<file path="config.mk">
export PLATFORM = sky130hd
export DESIGN_NAME = gp_trigger_fsm_flat
export DESIGN_NICKNAME = d
export VERILOG_FILES = /design/src/rtl/gp_trigger_fsm_if.sv /design/src/rtl/gp_trigger_fsm.sv /design/src/flat_wrapper.sv
export SDC_FILE = /design/constraint.sdc
export NUM_CORES = 1
export LEC_CHECK = 0
export CORE_MARGIN = 8
export CORE_UTILIZATION = 40
export DETAILED_ROUTE_END_ITERATION = 8
export GPL_ROUTABILITY_DRIVEN = 0
export GPL_TIMING_DRIVEN = 0
export PLACE_DENSITY = 0.68
export SYNTH_ARGS = -nofsm -noshare
export SYNTH_HDL_FRONTEND = slang
export SYNTH_SLANG_ARGS = --single-unit
</file>
<file path="constraint.sdc">
create_clock -name i_clk -period 3.3 [get_ports i_clk]
set_clock_uncertainty 0.2 [all_clocks]
set_input_delay 0.99 -clock i_clk [delete_from_list [all_inputs] [get_ports i_clk]]
set_output_delay 0.99 -clock i_clk [all_outputs]
set_load 0.03 [all_outputs]
</file>
<file path="src/rtl/gp_trigger_fsm_if.sv">
// Engine master port bundle for gp_trigger_fsm.
//   master : drives request (valid/addr/wr_data/rd0_wr1), samples ready and read return.
//   slave  : the engine side, mirror of master.
// Parameters: DATA_WIDTH (transaction data), TRANS_ADDR_WIDTH (transaction address).
interface gp_trigger_fsm_if #(
  parameter int DATA_WIDTH       = 32,
  parameter int TRANS_ADDR_WIDTH = 8
);
  logic                        m_o_valid;
  logic [TRANS_ADDR_WIDTH-1:0] m_o_addr;
  logic [DATA_WIDTH-1:0]       m_o_wr_data;
  logic                        m_o_rd0_wr1;
  logic                        m_i_ready;
  logic [DATA_WIDTH-1:0]       m_i_rd_data;
  logic                        m_i_rd_valid;

  modport master (
    output m_o_valid, m_o_addr, m_o_wr_data, m_o_rd0_wr1,
    input  m_i_ready, m_i_rd_data, m_i_rd_valid
  );

  modport slave (
    input  m_o_valid, m_o_addr, m_o_wr_data, m_o_rd0_wr1,
    output m_i_ready, m_i_rd_data, m_i_rd_valid
  );
endinterface

</file>
<file path="src/rtl/gp_trigger_fsm.sv">
// gp_trigger_fsm: GP-engine sequencer. Fetches four trigger-source configs from
// the register file, watches four trigger inputs and, on a qualifying edge of an
// enabled source, issues one configured read or write on the engine master port.
// Config word: [31] EN, [30] POL (1 rising), [29] RD0_WR1, [23:16] ADDR, [15:0] WDATA.
// Optional feature macro: GP_TRIG_PEND_EN (edges are remembered in a pending
// register instead of being dropped when they cannot be serviced at once).
// Ports:
//   i_clk, i_rstn           clock, synchronous active-low reset
//   reg_rd_en/reg_rd_valid  config fetch handshake
//   rd_trig_s1..s4_config   source configs (latched on reg_rd_valid in LOAD)
//   i_trig, i_cfg_reload    trigger inputs (bit0 = source 1), re-fetch request
//   eng                     engine master port (gp_trigger_fsm_if.master)
//   o_src_id, o_rd_data     last serviced source, last captured read data
//   o_done, o_busy          action-complete pulse, not-ARMED flag
module gp_trigger_fsm #(
  parameter int DATA_WIDTH       = 32,
  parameter int TRANS_ADDR_WIDTH = 8
) (
  input  logic                  i_clk,
  input  logic                  i_rstn,
  output logic                  reg_rd_en,
  input  logic                  reg_rd_valid,
  input  logic [DATA_WIDTH-1:0] rd_trig_s1_config,
  input  logic [DATA_WIDTH-1:0] rd_trig_s2_config,
  input  logic [DATA_WIDTH-1:0] rd_trig_s3_config,
  input  logic [DATA_WIDTH-1:0] rd_trig_s4_config,
  input  logic [3:0]            i_trig,
  input  logic                  i_cfg_reload,
  gp_trigger_fsm_if.master      eng,
  output logic [1:0]            o_src_id,
  output logic [DATA_WIDTH-1:0] o_rd_data,
  output logic                  o_done,
  output logic                  o_busy
);
  // Address is zero-extended into a width that fits both the 8-bit cfg field
  // and the master port, then truncated to the port.
  localparam int AXW = (TRANS_ADDR_WIDTH > 8) ? TRANS_ADDR_WIDTH : 8;

  typedef enum logic [2:0] {S_IDLE, S_LOAD, S_ARMED, S_ISSUE, S_RD_WAIT, S_DONE} state_t;

  state_t state_q, state_d;

  logic [3:0][DATA_WIDTH-1:0] cfg_in;
  logic [3:0]       en_new;
  logic [3:0]       en_q, pol_q, rw_q;
  logic [3:0][7:0]  addr_q;
  logic [3:0][15:0] wd_q;
  logic [3:0]       trig_prev, rise, fall, edge_hit, cand;
  logic [1:0]       sel;
  logic             take, load_done;
  logic [AXW-1:0]   addr_ext;

  logic [TRANS_ADDR_WIDTH-1:0] req_addr;
  logic [DATA_WIDTH-1:0]       req_wd, rd_data_q;
  logic                        req_rw, valid_c;
  logic [1:0]                  src_q;
  logic                        unused_bits;

  assign cfg_in = {rd_trig_s4_config, rd_trig_s3_config, rd_trig_s2_config, rd_trig_s1_config};

  always_comb begin
    en_new = '0;
    for (int i = 0; i < 4; i++) en_new[i] = cfg_in[i][31];
  end

  assign rise     = i_trig & ~trig_prev;
  assign fall     = ~i_trig & trig_prev;
  assign edge_hit = en_q & ((pol_q & rise) | (~pol_q & fall));

`ifdef GP_TRIG_PEND_EN
  logic [3:0] pend_q, pend_d;
  assign cand = edge_hit | pend_q;
`else
  assign cand = edge_hit;
`endif

  // Lowest index wins.
  always_comb begin
    sel = 2'd0;
    for (int i = 3; i >= 0; i--) if (cand[i]) sel = 2'(i);
  end

  assign load_done = (state_q == S_LOAD) && reg_rd_valid;
  // Reload has priority over a same-cycle candidate.
  assign take      = (state_q == S_ARMED) && !i_cfg_reload && (|cand);
  assign addr_ext  = AXW'(addr_q[sel]);

  always_ff @(posedge i_clk) begin
    if (!i_rstn) state_q <= S_IDLE;
    else         state_q <= state_d;
  end

  always_comb begin
    state_d   = state_q;
    reg_rd_en = 1'b0;
    valid_c   = 1'b0;
    o_done    = 1'b0;
    o_busy    = 1'b1;
    case (state_q)
      S_IDLE:    state_d = S_LOAD;
      S_LOAD: begin
        reg_rd_en = 1'b1;
        if (reg_rd_valid) state_d = S_ARMED;
      end
      S_ARMED: begin
        o_busy = 1'b0;
        if (i_cfg_reload) state_d = S_LOAD;
        else if (|cand)   state_d = S_ISSUE;
      end
      S_ISSUE: begin
        valid_c = 1'b1;
        if (eng.m_i_ready) state_d = req_rw ? S_DONE : S_RD_WAIT;
      end
      S_RD_WAIT: if (eng.m_i_rd_valid) state_d = S_DONE;
      S_DONE: begin
        o_done  = 1'b1;
        state_d = S_LOAD;
      end
      default:   state_d = S_IDLE;
    endcase
  end

  always_ff @(posedge i_clk) begin
    if (!i_rstn) begin
      trig_prev <= '0;
      en_q      <= '0;
      pol_q     <= '0;
      rw_q      <= '0;
      addr_q    <= '0;
      wd_q      <= '0;
      req_addr  <= '0;
      req_wd    <= '0;
      req_rw    <= 1'b0;
      src_q     <= 2'd0;
      rd_data_q <= '0;
    end else begin
      trig_prev <= i_trig;
      if (load_done) begin
        en_q <= en_new;
        for (int i = 0; i < 4; i++) begin
          pol_q[i]  <= cfg_in[i][30];
          rw_q[i]   <= cfg_in[i][29];
          addr_q[i] <= cfg_in[i][23:16];
          wd_q[i]   <= cfg_in[i][15:0];
        end
      end
      if (take) begin
        req_addr <= addr_ext[TRANS_ADDR_WIDTH-1:0];
        req_wd   <= DATA_WIDTH'(wd_q[sel]);
        req_rw   <= rw_q[sel];
        src_q    <= sel;
      end
      // Read data returning in the acceptance cycle is ignored: only RD_WAIT captures.
      if (state_q == S_RD_WAIT && eng.m_i_rd_valid) rd_data_q <= eng.m_i_rd_data;
    end
  end

`ifdef GP_TRIG_PEND_EN
  // Edges collect in every state; the serviced source clears on entry to ISSUE,
  // and sources disabled by a fresh config lose their pending bit.
  always_comb begin
    pend_d = pend_q | edge_hit;
    if (take)      pend_d[sel] = 1'b0;
    if (load_done) pend_d = pend_d & en_new;
  end

  always_ff @(posedge i_clk) begin
    if (!i_rstn) pend_q <= '0;
    else         pend_q <= pend_d;
  end
`endif

  assign eng.m_o_valid   = valid_c;
  assign eng.m_o_addr    = req_addr;
  assign eng.m_o_wr_data = req_wd;
  assign eng.m_o_rd0_wr1 = req_rw;
  assign o_src_id        = src_q;
  assign o_rd_data       = rd_data_q;

  // Reserved/upper cfg bits and spare address-extension bits are intentionally dropped.
  assign unused_bits = ^{cfg_in, addr_ext};
endmodule

</file>
<file path="src/flat_wrapper.sv">
// flat-port wrapper written by rule: the top's interface ports become plain ports
module gp_trigger_fsm_flat 
#(
  parameter int DATA_WIDTH       = 32,
  parameter int TRANS_ADDR_WIDTH = 8
)
  (i_clk, i_rstn, reg_rd_en, reg_rd_valid, rd_trig_s1_config, rd_trig_s2_config, rd_trig_s3_config, rd_trig_s4_config, i_trig, i_cfg_reload, o_src_id, o_rd_data, o_done, o_busy, eng_m_o_valid, eng_m_o_addr, eng_m_o_wr_data, eng_m_o_rd0_wr1, eng_m_i_ready, eng_m_i_rd_data, eng_m_i_rd_valid);
  gp_trigger_fsm_if #(.DATA_WIDTH(DATA_WIDTH), .TRANS_ADDR_WIDTH(TRANS_ADDR_WIDTH)) eng_i ();
  input  logic i_clk;
  input  logic i_rstn;
  output logic reg_rd_en;
  input  logic reg_rd_valid;
  input  logic [DATA_WIDTH-1:0] rd_trig_s1_config;
  input  logic [DATA_WIDTH-1:0] rd_trig_s2_config;
  input  logic [DATA_WIDTH-1:0] rd_trig_s3_config;
  input  logic [DATA_WIDTH-1:0] rd_trig_s4_config;
  input  logic [3:0] i_trig;
  input  logic i_cfg_reload;
  output logic [1:0] o_src_id;
  output logic [DATA_WIDTH-1:0] o_rd_data;
  output logic o_done;
  output logic o_busy;
  output wire logic [$bits(eng_i.m_o_valid)-1:0] eng_m_o_valid;
  output wire logic [$bits(eng_i.m_o_addr)-1:0] eng_m_o_addr;
  output wire logic [$bits(eng_i.m_o_wr_data)-1:0] eng_m_o_wr_data;
  output wire logic [$bits(eng_i.m_o_rd0_wr1)-1:0] eng_m_o_rd0_wr1;
  input wire logic [$bits(eng_i.m_i_ready)-1:0] eng_m_i_ready;
  input wire logic [$bits(eng_i.m_i_rd_data)-1:0] eng_m_i_rd_data;
  input wire logic [$bits(eng_i.m_i_rd_valid)-1:0] eng_m_i_rd_valid;
  assign eng_m_o_valid = eng_i.m_o_valid;
  assign eng_m_o_addr = eng_i.m_o_addr;
  assign eng_m_o_wr_data = eng_i.m_o_wr_data;
  assign eng_m_o_rd0_wr1 = eng_i.m_o_rd0_wr1;
  assign eng_i.m_i_ready = eng_m_i_ready;
  assign eng_i.m_i_rd_data = eng_m_i_rd_data;
  assign eng_i.m_i_rd_valid = eng_m_i_rd_valid;
  gp_trigger_fsm #(.DATA_WIDTH(DATA_WIDTH), .TRANS_ADDR_WIDTH(TRANS_ADDR_WIDTH)) u_core (.i_clk(i_clk), .i_rstn(i_rstn), .reg_rd_en(reg_rd_en), .reg_rd_valid(reg_rd_valid), .rd_trig_s1_config(rd_trig_s1_config), .rd_trig_s2_config(rd_trig_s2_config), .rd_trig_s3_config(rd_trig_s3_config), .rd_trig_s4_config(rd_trig_s4_config), .i_trig(i_trig), .i_cfg_reload(i_cfg_reload), .eng(eng_i), .o_src_id(o_src_id), .o_rd_data(o_rd_data), .o_done(o_done), .o_busy(o_busy));
endmodule
</file>
# Word-level counts from Yosys, hierarchy flattened
# Cells that the tools add are included.
dict set report classes {
  n_addsub 0
  n_mul 0
  div_mod_pow 0
  n_lt_le_gt_ge 1
  n_eq_ne 9
  shifts 0
  n_mux 21
  bitwise_logic 9
  n_reduce_logical 9
}
# cell n
set ops {}
lappend ops {{$bmux W16 S2} 1}
lappend ops {{$and A4 B4 Y4} 5}
lappend ops {{$bmux W8 S2} 1}
lappend ops {{$mux W16} 1}
lappend ops {{$mux W3} 5}
lappend ops {{$pmux W3 S5} 1}
lappend ops {{$not A4 Y4} 3}
lappend ops {{$mux W2} 4}
lappend ops {{$mux W8} 1}
lappend ops {{$eq A3 B2 Y1 const B} 2}
lappend ops {{$eq A3 B3 Y1 const B} 2}
lappend ops {{$mux W1} 6}
lappend ops {{$ne A2 B2 Y1 const B} 3}
lappend ops {{$logic_and A1 B1 Y1} 4}
lappend ops {{$or A4 B4 Y4} 1}
lappend ops {{$reduce_and A4 Y1} 1}
lappend ops {{$reduce_or A4 Y1} 1}
lappend ops {{$eq A3 B1 Y1 const B} 1}
lappend ops {{$logic_not A3 Y1} 1}
lappend ops {{$lt A2 B3 Y1 const B} 1}
lappend ops {{$ne A3 B3 Y1 const B} 1}
lappend ops {{$bmux W1 S2} 1}
lappend ops {{$reduce_or A2 Y1} 1}
lappend ops {{$logic_not A1 Y1} 1}
dict set report totals {
  ff_bits 174
  latchBits 0
  ramBits 0
  romBits 0
  input_bits 170
  out_inout_bits 79
  word_cells 67
  memories 0
}

# Longest topological paths before layout
dict set report depth {
  word_depth 11
  depth_mapped 8
  depth_no_buf 5
}

# Worst setup path after synthesis
# No wires, ideal clock.
dict set report synth_timing {
  path_kind {input port to flip-flop}
  start {in i_trig[3]}
  end {reg u_core.req_addr[4] (netlist: u_core.eng.m_o_addr[4])}
  t_arrival_ps 2153
  required_ps 2975
  slack_ps 822
  stages 8
  n_path_buf 3
  cell_sequence {nand4bb_1 -> and2_4 -> buf_6 -> a41oi_2 -> nand2b_1 -> buf_2 -> buf_6 -> o32ai_2}
}
dict set report synth_between {
  elab_chain_cells 11
  elab_cells_between_ends 15
  cone_classes {mux (6); bitwise (7); reduce/logical (2)}
}
# item line_no
set synth_lines {}
lappend synth_lines {{from (decl)} flat_wrapper.sv:17} ;# input logic [3:0] i_trig;
lappend synth_lines {{$not A4 Y4} gp_trigger_fsm.sv:67} ;# assign fall = ~i_trig & trig_prev;
lappend synth_lines {{$and A4 B4 Y4} gp_trigger_fsm.sv:67}
lappend synth_lines {{$and A4 B4 Y4} gp_trigger_fsm.sv:68} ;# assign edge_hit = en_q & ((pol_q & rise) | (~pol_q & fall));
lappend synth_lines {{$or A4 B4 Y4 (*)} gp_trigger_fsm.sv:68}
lappend synth_lines {{$and A4 B4 Y4 (*)} gp_trigger_fsm.sv:68}
lappend synth_lines {{$mux W2 (4 in a row)} gp_trigger_fsm.sv:80} ;# for (int i = 3; i >= 0; i--) if (cand[i]) sel = 2'(i);
lappend synth_lines {{$bmux W8 S2} gp_trigger_fsm.sv:86} ;# assign addr_ext = AXW'(addr_q[sel]);
lappend synth_lines {{$mux W8 (not written as such)} gp_trigger_fsm.sv:86}
lappend synth_lines {{to (signal assigned)} gp_trigger_fsm.sv:148} ;# req_addr <= addr_ext[TRANS_ADDR_WIDTH-1:0];
lappend synth_lines {{to (decl)} gp_trigger_fsm.sv:53} ;# logic [TRANS_ADDR_WIDTH-1:0] req_addr;
# Mark *: on every way between the ends. The rest lies on a longest branch, timed or not. The select of a mux whose other input is x is not followed.
# A chain may end at the register's enable or synchronous reset.

# Worst setup path after layout
dict set report layout_timing {
  start {reg u_core.state_q[1]}
  end {out o_done}
}
dict set report layout_between {
  elab_chain_cells 2
}
# item line_no
set layout_lines {}
lappend layout_lines {{from (decl)} gp_trigger_fsm.sv:41} ;# state_t state_q, state_d;
lappend layout_lines {{from (signal assigned)} gp_trigger_fsm.sv:90} ;# else state_q <= state_d;
lappend layout_lines {{$eq A3 B3 Y1} gp_trigger_fsm.sv:99} ;# case (state_q)
lappend layout_lines {{$mux W1} gp_trigger_fsm.sv:99}
lappend layout_lines {{to (decl)} flat_wrapper.sv:21} ;# output logic o_done;
# No other way between the ends.

==> results.yml <==
yosys:
  yosysSeqAreaShare_pct: 45.8
  syn-cell-area_um2: 7600
  yosysWarnings: 0
  synth_area_leaders: "dfxtp_1, nand2_1, a21boi_0"
  yosysTopAreaCell: "dfxtp_1"
  syn_avg_cell_area_um2: 8.48
  synthArstFlopShare_pct: 0
  synth_top_area_share_pct: 45.8
  synth-edff-count: 0
  yosysUniqueCellTypes: 43
  syn-instance-count: 896
  synth-main-ff-cell: "dfxtp_1"
  ys_ff_latch: 174
timing:
  worst_pin_slew_ns: 0.627
  final_max_slew_viol_count: 0
  rsz0062_at_grt: "no"
  setup_viol: 0
  fin_crit_sh_pct: 93.7
  finalCriticalPeriod_ns: 3.09
  relSlewSlack_pct: 58.2
  fin_hold_ws_ns: 0.254
  finalHoldViolations: 0
  max_clock_freq_mhz: 323
detailed_routing:
  wl_met1_mm: 10.0
  routedWlPerCell_um: 17.2
  drcViolationCount: 0
  wl_met2_mm: 11.1
  viasPerCell: 4.86
  dr.pass1.iters: 5
  drt_iter0_drc: 265
  dr.max_layer_used: "met4"
  drtAntennaViolNets: 0
  routed_wl_mm: 23.9
  dr_wl_met3_mm: 2.22
  vias: 6756
die:
  die_x_um: 154
  die_y_um: 154
  ios: 249
  start_util_pct: 40.6
  die_area_um2: 23700
  fp-row-count: 50
  core_area_um2: 18700
cells_and_area:
  diodes: 0
  final_common_cell: "nand2_1"
  layout_common_cells: "nand2_1, clkdlybuf4s50_1, dfxtp_1"
  area_growth_pct: 40.3
  final_nets: 1312
  drive_gt1_share_pct: 11.6
  utilization_pct: 57.0
  seqCellArea_um2: 3480
  stdcell_count: 1389
  multi_input_area_um2: 3610
  fillers: 1731
worst_setup_path:
  rr_worst_depth: 7
  cp_data_required_time_ns: 2.11
  cp_data_arrival_time_ns: 1.90
  worstPathMaxFanout: 10
  reg2reg_setup_slack_ns: 1.04
  reg2reg_from: "u_core.state_q[2]"
  start_kind: "flop"
  crit_path_end_kind: "primary output"
  reg2reg_to: "u_core.wd_q[54]"
  crit_type: "flop to primary output"
worst_hold_path:
  min_path_cells: 2
  hp-class: "flop to flop"
  hold_start: "u_core.o_rd_data[20]"
  hold_path_end: "u_core.o_rd_data[20]"
clock_network:
  cts-hold-fix-buffers: 0
  cts-buffers-inserted: 17
  clockRootBuffer: "clkbuf_16"
  cts-htree-levels: 4
  clockBufferDepth: 2
  clk_pin_slew_ns: 0.06
  cts_num_sinks: 174
  tritoncts: "done"
  post-cts-setup-buffer-count: 0
  cts-resized-gates: 0
  clk_latency_ns: 0.43
grt:
  grt_pass1_vias: 6981
  grt_usage_pct: 20.1
  grt-ovfl-total: 0
  grt_pass1_wl_mm: 37.3
  grt_max_degree: 17
  antenna_found_initial: 0
placement:
  detailed_place_hpwl_mm: 18.3
  dp_cells: 1357
  port_buffers: 212
power:
  leakagePower_nw: 3.71
  vdd.ir_drop.worst_v: 0.000343
  p_per_area_nw_per_um2: 460
outcome:
  outcome: "complete, no violations"
run:
  maxCapViolCount: 0
Yosys cell counts, types with 2 or more instances:
master,n
clkbuf_1,34
or2_2,25
a21oi_1,32
o211a_1,2
inv_1,26
buf_4,17
and3b_1,2
nand2b_1,4
nand2_1,288
o21ai_0,5
a21boi_1,12
nor3b_1,3
o21ai_4,2
nand3b_1,25
a21boi_0,128
nor2b_1,4
o32ai_2,20
buf_6,6
o32ai_1,5
buf_1,2
buf_2,25
o22ai_1,25
and2_1,6
dfxtp_1,174
nor2_1,6
how the worst max path moves through the flow:
stage / cells past startpoint / slack [ns] / startpoint / endpoint
global placement: 7 / -0.09 / i_trig[2] / u_core.eng.m_o_addr[3]
global route: 4 / 0.09 / u_core.state_q[1] / o_done
finish: 4 / 0.21 / u_core.state_q[1] / o_done
floorplan: 8 / 0.82 / i_trig[3] / u_core.eng.m_o_addr[4]
detailed placement: 7 / -0.08 / i_trig[2] / u_core.eng.m_o_addr[3]
CTS: 3 / 0.05 / u_core.state_q[1] / eng_m_o_valid
worst max-delay path, stage by stage, from the launching register on:
cell,delay (ns)
dfxtp_1,0.29
buf_2,0.16
nand2b_1,0.21
nor2_1,0.11
clkdlybuf4s50_1,0.70
per-layer routing:
layer / track usage, % / vias up
li1: - / 3457
met3: 8.35 / 30
met1: 23.1 / 3066
met4: 8.17 / 0
met5: 0 / -
met2: 32.8 / 203
sequential cells by signal, summed over array words and instances, names as in the netlist:
| signal | cells |
|---|---|
| u_core.trig_prev | 4 |
| u_core.wd_q | 64 |
| u_core.rw_q | 4 |
| u_core.eng.m_o_rd0_wr1 | 1 |
| u_core.en_q | 4 |
| u_core.o_rd_data | 32 |
| u_core.eng.m_o_addr | 8 |
| u_core.o_src_id | 2 |
| u_core.pol_q | 4 |
| u_core.eng.m_o_wr_data | 16 |
| u_core.addr_q | 32 |
| u_core.state_q | 3 |
cell families after synthesis:
family | synth area share [%]
AOI/OAI and AO/OA | 24.9
buffers and inverters | 7.38
DFF | 45.8
other | 0.0493
and+or+nand+nor | 21.8
power by group:
part | internal (W) | leakage (nW) | total, W | switching, W
registers | 0.00219 | 1.41 | 0.00224 | 0.0000470
logic | 0.000317 | 2.02 | 0.000637 | 0.000320
clock network | 0.00113 | 0.282 | 0.00204 | 0.000902
stage by stage:
step | total power [W] | TNS (ns) | area, µm² | setup WS (ns)
2_1_floorplan | 0.00261 | 0 | 7660 | 0.822
3_3_place_gp | 0.00292 | -0.643 | 10100 | -0.0878
3_5_place_dp | 0.00292 | -0.629 | 10100 | -0.0826
4_1_cts | 0.00495 | 0 | 10700 | 0.0498
5_1_grt | 0.00512 | 0 | 10700 | 0.0887
6_report | 0.00491 | 0 | 10700 | 0.208
final cells by class:
class,count,share of cell area [%]
Tap cell,234,2.75
Inverter,26,0.915
Clock inverter,14,1.49
Timing Repair Buffer,212,19.9
Sequential cell,174,32.7
Clock buffer,18,4.03
Multi-Input combinational cell,626,33.9
Buffer,85,4.34
No activity file was read; power rests on OpenSTA's default activity.
